File: src/rtl/ysyx_22050598_pkg.sv
// Shared types for the memory arbiter: FSM states, requester owner, access size codes.
package ysyx_22050598_pkg;

  typedef enum logic [1:0] {StIdle, StReq, StWait, StResp} state_e;

  typedef enum logic {OwnIf, OwnLs} owner_e;

  localparam logic [1:0] SIZE_B = 2'b00;
  localparam logic [1:0] SIZE_H = 2'b01;
  localparam logic [1:0] SIZE_W = 2'b10;
  localparam logic [1:0] SIZE_D = 2'b11;

  localparam logic [7:0] IF_LEN = 8'd4;

  function automatic logic [7:0] size_bytes(input logic [1:0] size);
    logic [7:0] bytes;
    unique case (size)
      SIZE_B:  bytes = 8'd1;
      SIZE_H:  bytes = 8'd2;
      SIZE_W:  bytes = 8'd4;
      default: bytes = 8'd8;
    endcase
    return bytes;
  endfunction

endpackage

File: src/rtl/ysyx_22050598_mem_timer.sv
// Request timeout counter; only exists when YSYX_22050598_MEM_TIMEOUT_EN is defined.
`ifdef YSYX_22050598_MEM_TIMEOUT_EN
module ysyx_22050598_mem_timer #(
  parameter int unsigned TIMEOUT = 255
) (
  input  logic clk,
  input  logic rst_n,
  input  logic clr_i,
  input  logic inc_i,
  output logic expired_o
);

  localparam int unsigned CntW = $clog2(TIMEOUT + 1);

  logic [CntW-1:0] cnt_q;

  // Fires on the last counting cycle so the response lands TIMEOUT edges after accept.
  assign expired_o = inc_i && (cnt_q == CntW'(TIMEOUT - 1));

  always_ff @(posedge clk or negedge rst_n) begin
    if (!rst_n) begin
      cnt_q <= '0;
    end else if (clr_i) begin
      cnt_q <= '0;
    end else if (inc_i && !expired_o) begin
      cnt_q <= cnt_q + 1'b1;
    end
  end

endmodule
`endif

File: src/rtl/ysyx_22050598_mem_arbiter.sv
// Two-requester (fetch, load/store) single-outstanding memory arbiter, load/store wins ties.
// Optional request timeout enabled by YSYX_22050598_MEM_TIMEOUT_EN.
module ysyx_22050598_mem_arbiter
  import ysyx_22050598_pkg::*;
#(
  parameter int unsigned TIMEOUT = 255
) (
  input  logic        clk,
  input  logic        rst_n,

  input  logic        if_req_valid_i,
  output logic        if_req_ready_o,
  input  logic [63:0] if_addr_i,
  output logic        if_rsp_valid_o,
  output logic [63:0] if_rdata_o,
  output logic        if_rsp_err_o,

  input  logic        ls_req_valid_i,
  output logic        ls_req_ready_o,
  input  logic        ls_wen_i,
  input  logic [63:0] ls_addr_i,
  input  logic [63:0] ls_wdata_i,
  input  logic [1:0]  ls_type_i,
  output logic        ls_rsp_valid_o,
  output logic [63:0] ls_rdata_o,
  output logic        ls_rsp_err_o,

  output logic        mem_valid_o,
  input  logic        mem_ready_i,
  output logic        mem_wen_o,
  output logic [63:0] mem_addr_o,
  output logic [63:0] mem_wdata_o,
  output logic [7:0]  mem_len_o,
  input  logic        mem_rvalid_i,
  input  logic [63:0] mem_rdata_i
);

  state_e      state_q;
  owner_e      owner_q;
  logic [63:0] addr_q;
  logic [63:0] wdata_q;
  logic [63:0] rdata_q;
  logic        wen_q;
  logic [7:0]  len_q;

  logic ls_grant;
  logic if_grant;

  assign ls_grant = (state_q == StIdle) && ls_req_valid_i;
  assign if_grant = (state_q == StIdle) && if_req_valid_i && !ls_req_valid_i;

  // Gated by rst_n so nothing is advertised while the block is held in reset.
  assign ls_req_ready_o = ls_grant && rst_n;
  assign if_req_ready_o = if_grant && rst_n;

`ifdef YSYX_22050598_MEM_TIMEOUT_EN
  logic err_q;
  logic timeout_hit;

  ysyx_22050598_mem_timer #(
    .TIMEOUT (TIMEOUT)
  ) u_timer (
    .clk       (clk),
    .rst_n     (rst_n),
    .clr_i     (ls_grant || if_grant),
    .inc_i     ((state_q == StReq) || (state_q == StWait)),
    .expired_o (timeout_hit)
  );
`endif

  always_ff @(posedge clk or negedge rst_n) begin
    if (!rst_n) begin
      state_q <= StIdle;
      owner_q <= OwnIf;
      addr_q  <= '0;
      wdata_q <= '0;
      rdata_q <= '0;
      wen_q   <= 1'b0;
      len_q   <= '0;
`ifdef YSYX_22050598_MEM_TIMEOUT_EN
      err_q   <= 1'b0;
`endif
    end else begin
      unique case (state_q)
        StIdle: begin
          if (ls_grant) begin
            owner_q <= OwnLs;
            addr_q  <= ls_addr_i;
            wdata_q <= ls_wdata_i;
            wen_q   <= ls_wen_i;
            len_q   <= size_bytes(ls_type_i);
            rdata_q <= '0;
`ifdef YSYX_22050598_MEM_TIMEOUT_EN
            err_q   <= 1'b0;
`endif
            state_q <= StReq;
          end else if (if_grant) begin
            owner_q <= OwnIf;
            addr_q  <= if_addr_i;
            wdata_q <= '0;
            wen_q   <= 1'b0;
            len_q   <= IF_LEN;
            rdata_q <= '0;
`ifdef YSYX_22050598_MEM_TIMEOUT_EN
            err_q   <= 1'b0;
`endif
            state_q <= StReq;
          end
        end
        StReq: begin
          if (mem_ready_i && mem_rvalid_i) begin
            rdata_q <= wen_q ? '0 : mem_rdata_i;
            state_q <= StResp;
          end else if (mem_ready_i) begin
            state_q <= StWait;
`ifdef YSYX_22050598_MEM_TIMEOUT_EN
          end else if (timeout_hit) begin
            err_q   <= 1'b1;
            state_q <= StResp;
`endif
          end
        end
        StWait: begin
          if (mem_rvalid_i) begin
            rdata_q <= wen_q ? '0 : mem_rdata_i;
            state_q <= StResp;
`ifdef YSYX_22050598_MEM_TIMEOUT_EN
          end else if (timeout_hit) begin
            err_q   <= 1'b1;
            state_q <= StResp;
`endif
          end
        end
        StResp: begin
          state_q <= StIdle;
        end
        default: begin
          state_q <= StIdle;
        end
      endcase
    end
  end

  assign mem_valid_o = (state_q == StReq);
  assign mem_wen_o   = mem_valid_o && wen_q;
  assign mem_addr_o  = mem_valid_o ? addr_q  : '0;
  assign mem_wdata_o = mem_valid_o ? wdata_q : '0;
  assign mem_len_o   = mem_valid_o ? len_q   : '0;

  assign if_rsp_valid_o = (state_q == StResp) && (owner_q == OwnIf);
  assign ls_rsp_valid_o = (state_q == StResp) && (owner_q == OwnLs);
  assign if_rdata_o     = if_rsp_valid_o ? rdata_q : '0;
  assign ls_rdata_o     = ls_rsp_valid_o ? rdata_q : '0;

`ifdef YSYX_22050598_MEM_TIMEOUT_EN
  assign if_rsp_err_o = if_rsp_valid_o && err_q;
  assign ls_rsp_err_o = ls_rsp_valid_o && err_q;
`else
  assign if_rsp_err_o = 1'b0;
  assign ls_rsp_err_o = 1'b0;
`endif

endmodule

File: config.mk
export PLATFORM = sky130hd
export DESIGN_NAME = ysyx_22050598_mem_arbiter
export DESIGN_NICKNAME = d
export VERILOG_FILES = /design/src/rtl/ysyx_22050598_pkg.sv /design/src/rtl/ysyx_22050598_mem_timer.sv /design/src/rtl/ysyx_22050598_mem_arbiter.sv
export SDC_FILE = /design/constraint.sdc
export NUM_CORES = 1
export LEC_CHECK = 0
export ABC_CLOCK_PERIOD_IN_PS = 1850
export CAP_MARGIN = 20
export CORE_AREA = 2 2 208 210
export CTS_BUF_LIST = sky130_fd_sc_hd__clkbuf_2
export CTS_CLUSTER_DIAMETER = 80
export DETAILED_ROUTE_END_ITERATION = 6
export DIE_AREA = 0 0 210 212
export GPL_TIMING_DRIVEN = 0
export SKIP_LAST_GASP = 1
export SLEW_MARGIN = 20
export SYNTH_ARGS = -nofsm -noshare
export SYNTH_HDL_FRONTEND = slang
export SYNTH_HIERARCHICAL = 1
export SYNTH_SLANG_ARGS = --single-unit
File: constraint.sdc
create_clock -name clk -period 1.85 [get_ports clk]
set_input_delay 0.37 -clock clk [delete_from_list [all_inputs] [get_ports clk]]
set_output_delay 0.37 -clock clk [all_outputs]
set_load 0.01 [all_outputs]
* After elaboration in Yosys (flattened, before gate mapping)
Cells that the tools add are included.
** Word-level totals
- Register bits after elaboration :: 204
- Bits of input ports :: 265
- Output and inout port bits :: 272
** Cells by class
- Equality and inequality tests :: 9
- Muxes and demuxes :: 26
- Bitwise logic cells :: 1
- Reductions and logical operators :: 17
** Operators by type and width (count)
- $mux 64 :: 12
- $pmux 64 s3 :: 1
- $mux 8 :: 3
- $pmux 4 s3 :: 1
- $mux 2 :: 5
- $logic_and 1x1->1 :: 9
- $pmux 2 s4 :: 1
- $eq 2x2->1 const B :: 3
- $eq 2x1->1 const B :: 2
- $logic_not 2->1 :: 2
- $reduce_and 4->1 :: 1
- $mux 1 :: 3
- $ne 3x1->1 const B :: 1
- $ne 3x3->1 const B :: 1
- $reduce_and 3->1 :: 1
- $reduce_bool 3->1 :: 1
- $ne 2x1->1 const B :: 1
- $ne 2x2->1 const B :: 1
- $reduce_and 2->1 :: 1
- $reduce_bool 2->1 :: 1
- $logic_not 1->1 :: 1
- $not 1->1 :: 1

* Longest topological paths before layout
- Depth in word-level cells :: 6
- Mapped depth :: 8

* Least setup slack after synthesis
OpenSTA, ideal clock, no wires.
- Path kind :: register to register
- Start point :: register state_q[1]
- End point :: register rdata_q[10]
- Library setup time :: 79 ps
- Arrival time :: 1961 ps
- Data required time :: 1771 ps
- Slack :: -190 ps
- Stages on the path, launching flop included :: 9
- Path buffers :: 3
- Clock period less this slack :: 2040 ps
- Cells stage by stage :: dfrtp_1 > inv_1 > ha_1 > clkbuf_1 > a21boi_0 > a2111oi_2 > buf_4 > buf_8 > mux2i_1
** Between the ends
- Elaborated cells on any way between the ends :: 13
** RTL lines
- start, declared :: RTL line ysyx_22050598_mem_arbiter.sv:38 : state_e state_q;
- start signal, assigned :: RTL line ysyx_22050598_mem_arbiter.sv:73 : state_q <= StIdle;
- start signal, assigned :: RTL line ysyx_22050598_mem_arbiter.sv:96 : state_q <= StReq;
- start signal, assigned :: RTL line ysyx_22050598_mem_arbiter.sv:107 : state_q <= StReq;
- $eq 2x1->1 *
- via mem_valid_o :: RTL line ysyx_22050598_mem_arbiter.sv:28 : output logic mem_valid_o,
- $ne 2x1->1 (no source line) / $reduce_bool 3->1 (equally long branches)
- $reduce_and 4->1 (no source line)
- end signal, assigned :: RTL line ysyx_22050598_mem_arbiter.sv:112 : rdata_q <= wen_q ? '0 : mem_rdata_i;
- end signal, assigned :: RTL line ysyx_22050598_mem_arbiter.sv:125 : rdata_q <= wen_q ? '0 : mem_rdata_i;
- end, declared :: RTL line ysyx_22050598_mem_arbiter.sv:42 : logic [63:0] rdata_q;
The timed path passes the listed nets; every way through them passes the cells marked *.
A chain may end at the register's enable or synchronous reset.

* Final worst setup path
- Start point :: register state_q[0]
- End point :: output mem_wdata_o[11]
** Between the ends
- Word-level cells in the longest chain between the ends :: 2
** Ends and longest elaborated chain
- $eq 2x1->1 :: RTL line ysyx_22050598_mem_arbiter.sv:144 : assign mem_valid_o = (state_q == StReq);
- $mux 64 :: RTL line ysyx_22050598_mem_arbiter.sv:147 : assign mem_wdata_o = mem_valid_o ? wdata_q : '0;
- end, declared :: RTL line ysyx_22050598_mem_arbiter.sv:32 : output logic [63:0] mem_wdata_o,
No other way between the ends.

==> results.yml <==
yosys:
  syn_area_um2: 10500
  synth-async-reset-ratio_pct: 100
  synthFlopType: "dfrtp_1"
  synth-edff-count: 0
  ys_seq_area_share_pct: 47.6
  ys_seq_elements: 200
  syn_area_per_cell_um2: 10.8
  netlist_instances: 973
  synth.distinct_cells: 26
  synth_warnings: 6
floorplanning:
  core_um2: 42500
  die_x_um: 210
  start_util_pct: 24.7
  die_h_um: 212
  die_area_um2: 44500
  rows: 76
  ios: 537
clocking:
  cts.sinks: 200
  cts_buffers: 17
  max-clock-path-buffers: 2
  cts_tree: "yes"
  path_clk_slew_ns: 0.32
  clkLatencyLatePin_ns: 0.87
  cts-root-buf: "clkbuf_2"
  htree_levels: 4
layout:
  final_cell_count_no_fill: 2316
  layout-drive-gt1-share_pct: 46.9
  register_area_um2: 5010
  nNetsFinal: 2026
  n_fill_cell: 3774
  multi_input_area_um2: 5650
  area_growth_pct: 102
sta:
  fmax_mhz: 353
  rsz0062_at_grt: "true"
  finalCritPeriodShare_pct: 153
  finalMaxSlewViolations: 0
  fin_ws_ns: -0.980
  setup_viol_count_final: 465
  finalHoldViolations: 0
  tightest_slew_ns: 0.578
  period_needed_ns: 2.83
  fin_worst_skew_ns: 0.0316
  relSlewSlack_pct: 61.5
outcome:
  violations: "negative setup slack"
  outcome: "complete, but fails checks"
route:
  vias: 10400
  drc_errors: 0
  wl_per_cell_um: 20.1
  viasPerCell: 4.49
  dr.pass1.iters: 4
  initialDrtViolationCount: 389
  detail-route-antenna-nets: 0
  totalWireLength_mm: 46.5
placement:
  dp_hpwl_mm: 31.3
  pre_cts_ws_ns: -1.20
  place_congestion: 0.837
  portBuffers: 530
  placedCellCount: 2056
worst_hold_path:
  hold_depth: 3
  min_from: "ls_addr_i[15]"
  whs_endpoint: "addr_q[15]$_DFFE_PN0P_"
  hold_path.class: "in2reg"
grt:
  use_met3_pct: 5.16
  use_met2_pct: 35.4
  grt_max_degree: 86
  met1_usage_pct: 23.0
  track_usage_pct: 19.7
  overflow: 0
  grt_pass1_wl_mm: 65.7
  antenna_found_initial: 2
  grt_pass1_vias: 10800
  grt_busiest_layer: "met2"
critical_path:
  cp.required_ns: 1.48
  criticalPathCategory: "reg2out"
  start_kind: "flip-flop"
  rr_startpoint: "state_q[0]$_DFFE_PN0P_"
  r2r_slack_ns: -0.52
  crit_path_frequent_cell: "clkbuf_16"
  rr_endpoint: "rdata_q[17]$_DFFE_PN0P_"
  cp-end-kind: "primary output"
  arrival_ns: 2.46
  critPathMaxFanout: 6
  rr_worst_depth: 12
  path_cells: "buf_6 -> ha_4 -> clkbuf_16 -> clkbuf_16 -> clkbuf_16 -> and2_4 -> buf_6"
  crit_path_max_incr_delay_ns: 0.52
  critPathSlowestCell: "dfrtp_2"
power:
  peakVddDrop_mv: 0.577
  p_per_area_nw_per_um2: 1370
  total_power_mw: 29.1
  leakage_nw: 9.86
job:
  maxCapViolCount: 0
-- worst max-delay path by stage --
stage                            from                 endpoint  depth (start not counted)  slack [ns]
2_1_floorplan  state_q[0]$_DFFE_PN0P_     len_q[2]$_DFFE_PN0P_                          8        0.01
3_3_place_gp                    rst_n  wdata_q[19]$_DFFE_PN0P_                          1       -8.59
3_5_place_dp   state_q[1]$_DFFE_PN0P_          mem_wdata_o[58]                          7       -1.20
4_1_cts        state_q[0]$_DFFE_PN0P_          mem_wdata_o[27]                          7       -1.17
5_1_grt        state_q[0]$_DFFE_PN0P_          mem_wdata_o[54]                          7       -1.19
6_report       state_q[0]$_DFFE_PN0P_          mem_wdata_o[11]                          7       -0.98
-- cell families (layout without fill, tap and decap cells) --
| logic type | Yosys count | count (layout) | synth area share, % |
|---|---|---|---|
| and+or+nand+nor | 340 | 340 | 18.6 |
| buffers and inverters | 155 | 945 | 6.65 |
| DFF | 200 | 200 | 47.6 |
| muxes | 194 | 194 | 20.0 |
| adders and majority gates | 6 | 6 | 0.714 |
| other | 1 | 8 | 0.0357 |
| AOI/OAI and AO/OA | 77 | 77 | 6.39 |
-- per-stage QoR --
step	utilization, %	hold slack, ns	area (um2)	TNS [ns]
after floorplan	-	0.0744	10600	0
after global placement	39.1	0.472	16600	-2059.93
after detailed placement	39.2	0.287	16700	-342.35
after CTS	47.4	0.00350	20200	-328.92
after global routing	50.0	0.0515	21200	-369.98
final	50.0	0.201	21200	-297.52
-- critical path: cells and delay by family (launching register included) --
| family | cells | cell delay (ns) |
|---|---|---|
| buf+inv | 5 | 0.76 |
| flops | 1 | 0.52 |
| fa+ha+maj | 1 | 0.17 |
| simple gates | 1 | 0.13 |
-- repair_timing --
| item | in CTS | in global routing |
|---|---|---|
| pin swaps | 38 | 4 |
| buffers inserted | 42 | 22 |
| hold endpoints to repair | 329 | 1 |
| hold buffers | 133 | 1 |
| endpoints found under the setup margin | 464 | 465 |
| cloned | 35 | 5 |
| resized for setup | 1500 | 308 |
-- layout make-up --
class	count	share of cell area, %
well taps	546	3.22
inverters	69	1.25
multi-input cells	623	26.6
clock buffers	17	0.401
diodes	2	0.0236
flip-flops and latches	200	23.6
clock inverters	15	0.819
repair buffers	762	39.0
plain buffers	82	5.10
-- power breakdown --
group          leakage, nW  switching (mW)  total, mW  internal [mW]
registers             2.55            1.20       7.34           6.14
clock network        0.143            1.72       2.49          0.763
logic                 7.17            7.76       19.3           11.5
total                 9.86            10.7       29.1           18.4
-- cell usage after synthesis, types with 4 or more instances --
cell / n / area, um2
mux2_2: 129 / 1450
inv_1: 69 / 259
clkbuf_1: 56 / 210
mux2i_1: 65 / 651
buf_8: 6 / 90.1
and2_1: 198 / 1240
buf_2: 16 / 80.1
ha_1: 6 / 75.1
a22o_1: 65 / 569
nand2_1: 67 / 251
nor2b_1: 4 / 25.0
buf_4: 8 / 60.1
dfrtp_1: 200 / 5000
and3_1: 66 / 413
-- cells in the final DEF (no fill, tap or decap), types with 2 or more instances in the layout --
master / instances
clkdlybuf4s15_2: 5
a22o_1: 65
bufbuf_16: 4
buf_6: 254
nor2_1: 2
and3_4: 64
bufinv_16: 3
buf_8: 27
clkbuf_16: 21
ha_4: 3
a21oi_1: 3
inv_1: 67
diode_2: 2
buf_4: 27
conb_1: 6
clkinvlp_4: 3
dlygate4sd3_1: 132
clkinv_1: 4
and2_1: 45
nand2_1: 65
mux2_2: 129
clkbuf_4: 5
and2_4: 153
buf_12: 21
nor2b_1: 3
ha_1: 2
inv_6: 4
clkbuf_2: 21
mux2i_4: 2
and3_1: 2
clkdlybuf4s50_1: 263
a32o_1: 3
mux2i_1: 63
dfrtp_1: 197
clkbuf_8: 15
buf_16: 10
dfrtp_2: 3
buf_2: 45
clkbuf_1: 11
-- flip-flops by register name, indices dropped and copies added, names as in the netlist --
name	cells
wdata_q	64
rdata_q	64
wen_q	1
len_q	4
owner_q	1
addr_q	64
state_q	2
-- metal layers --
| metal | part of all wire (%) | routed length (um) |
|---|---|---|
| met2 | 51 | 23800 |
| met1 | 40 | 18600 |
| met4 | 2.7 | 1260 |
| met3 | 6.1 | 2830 |
| met5 | 0 | 0 |
Note: power is estimated with default switching activity, not from simulation.
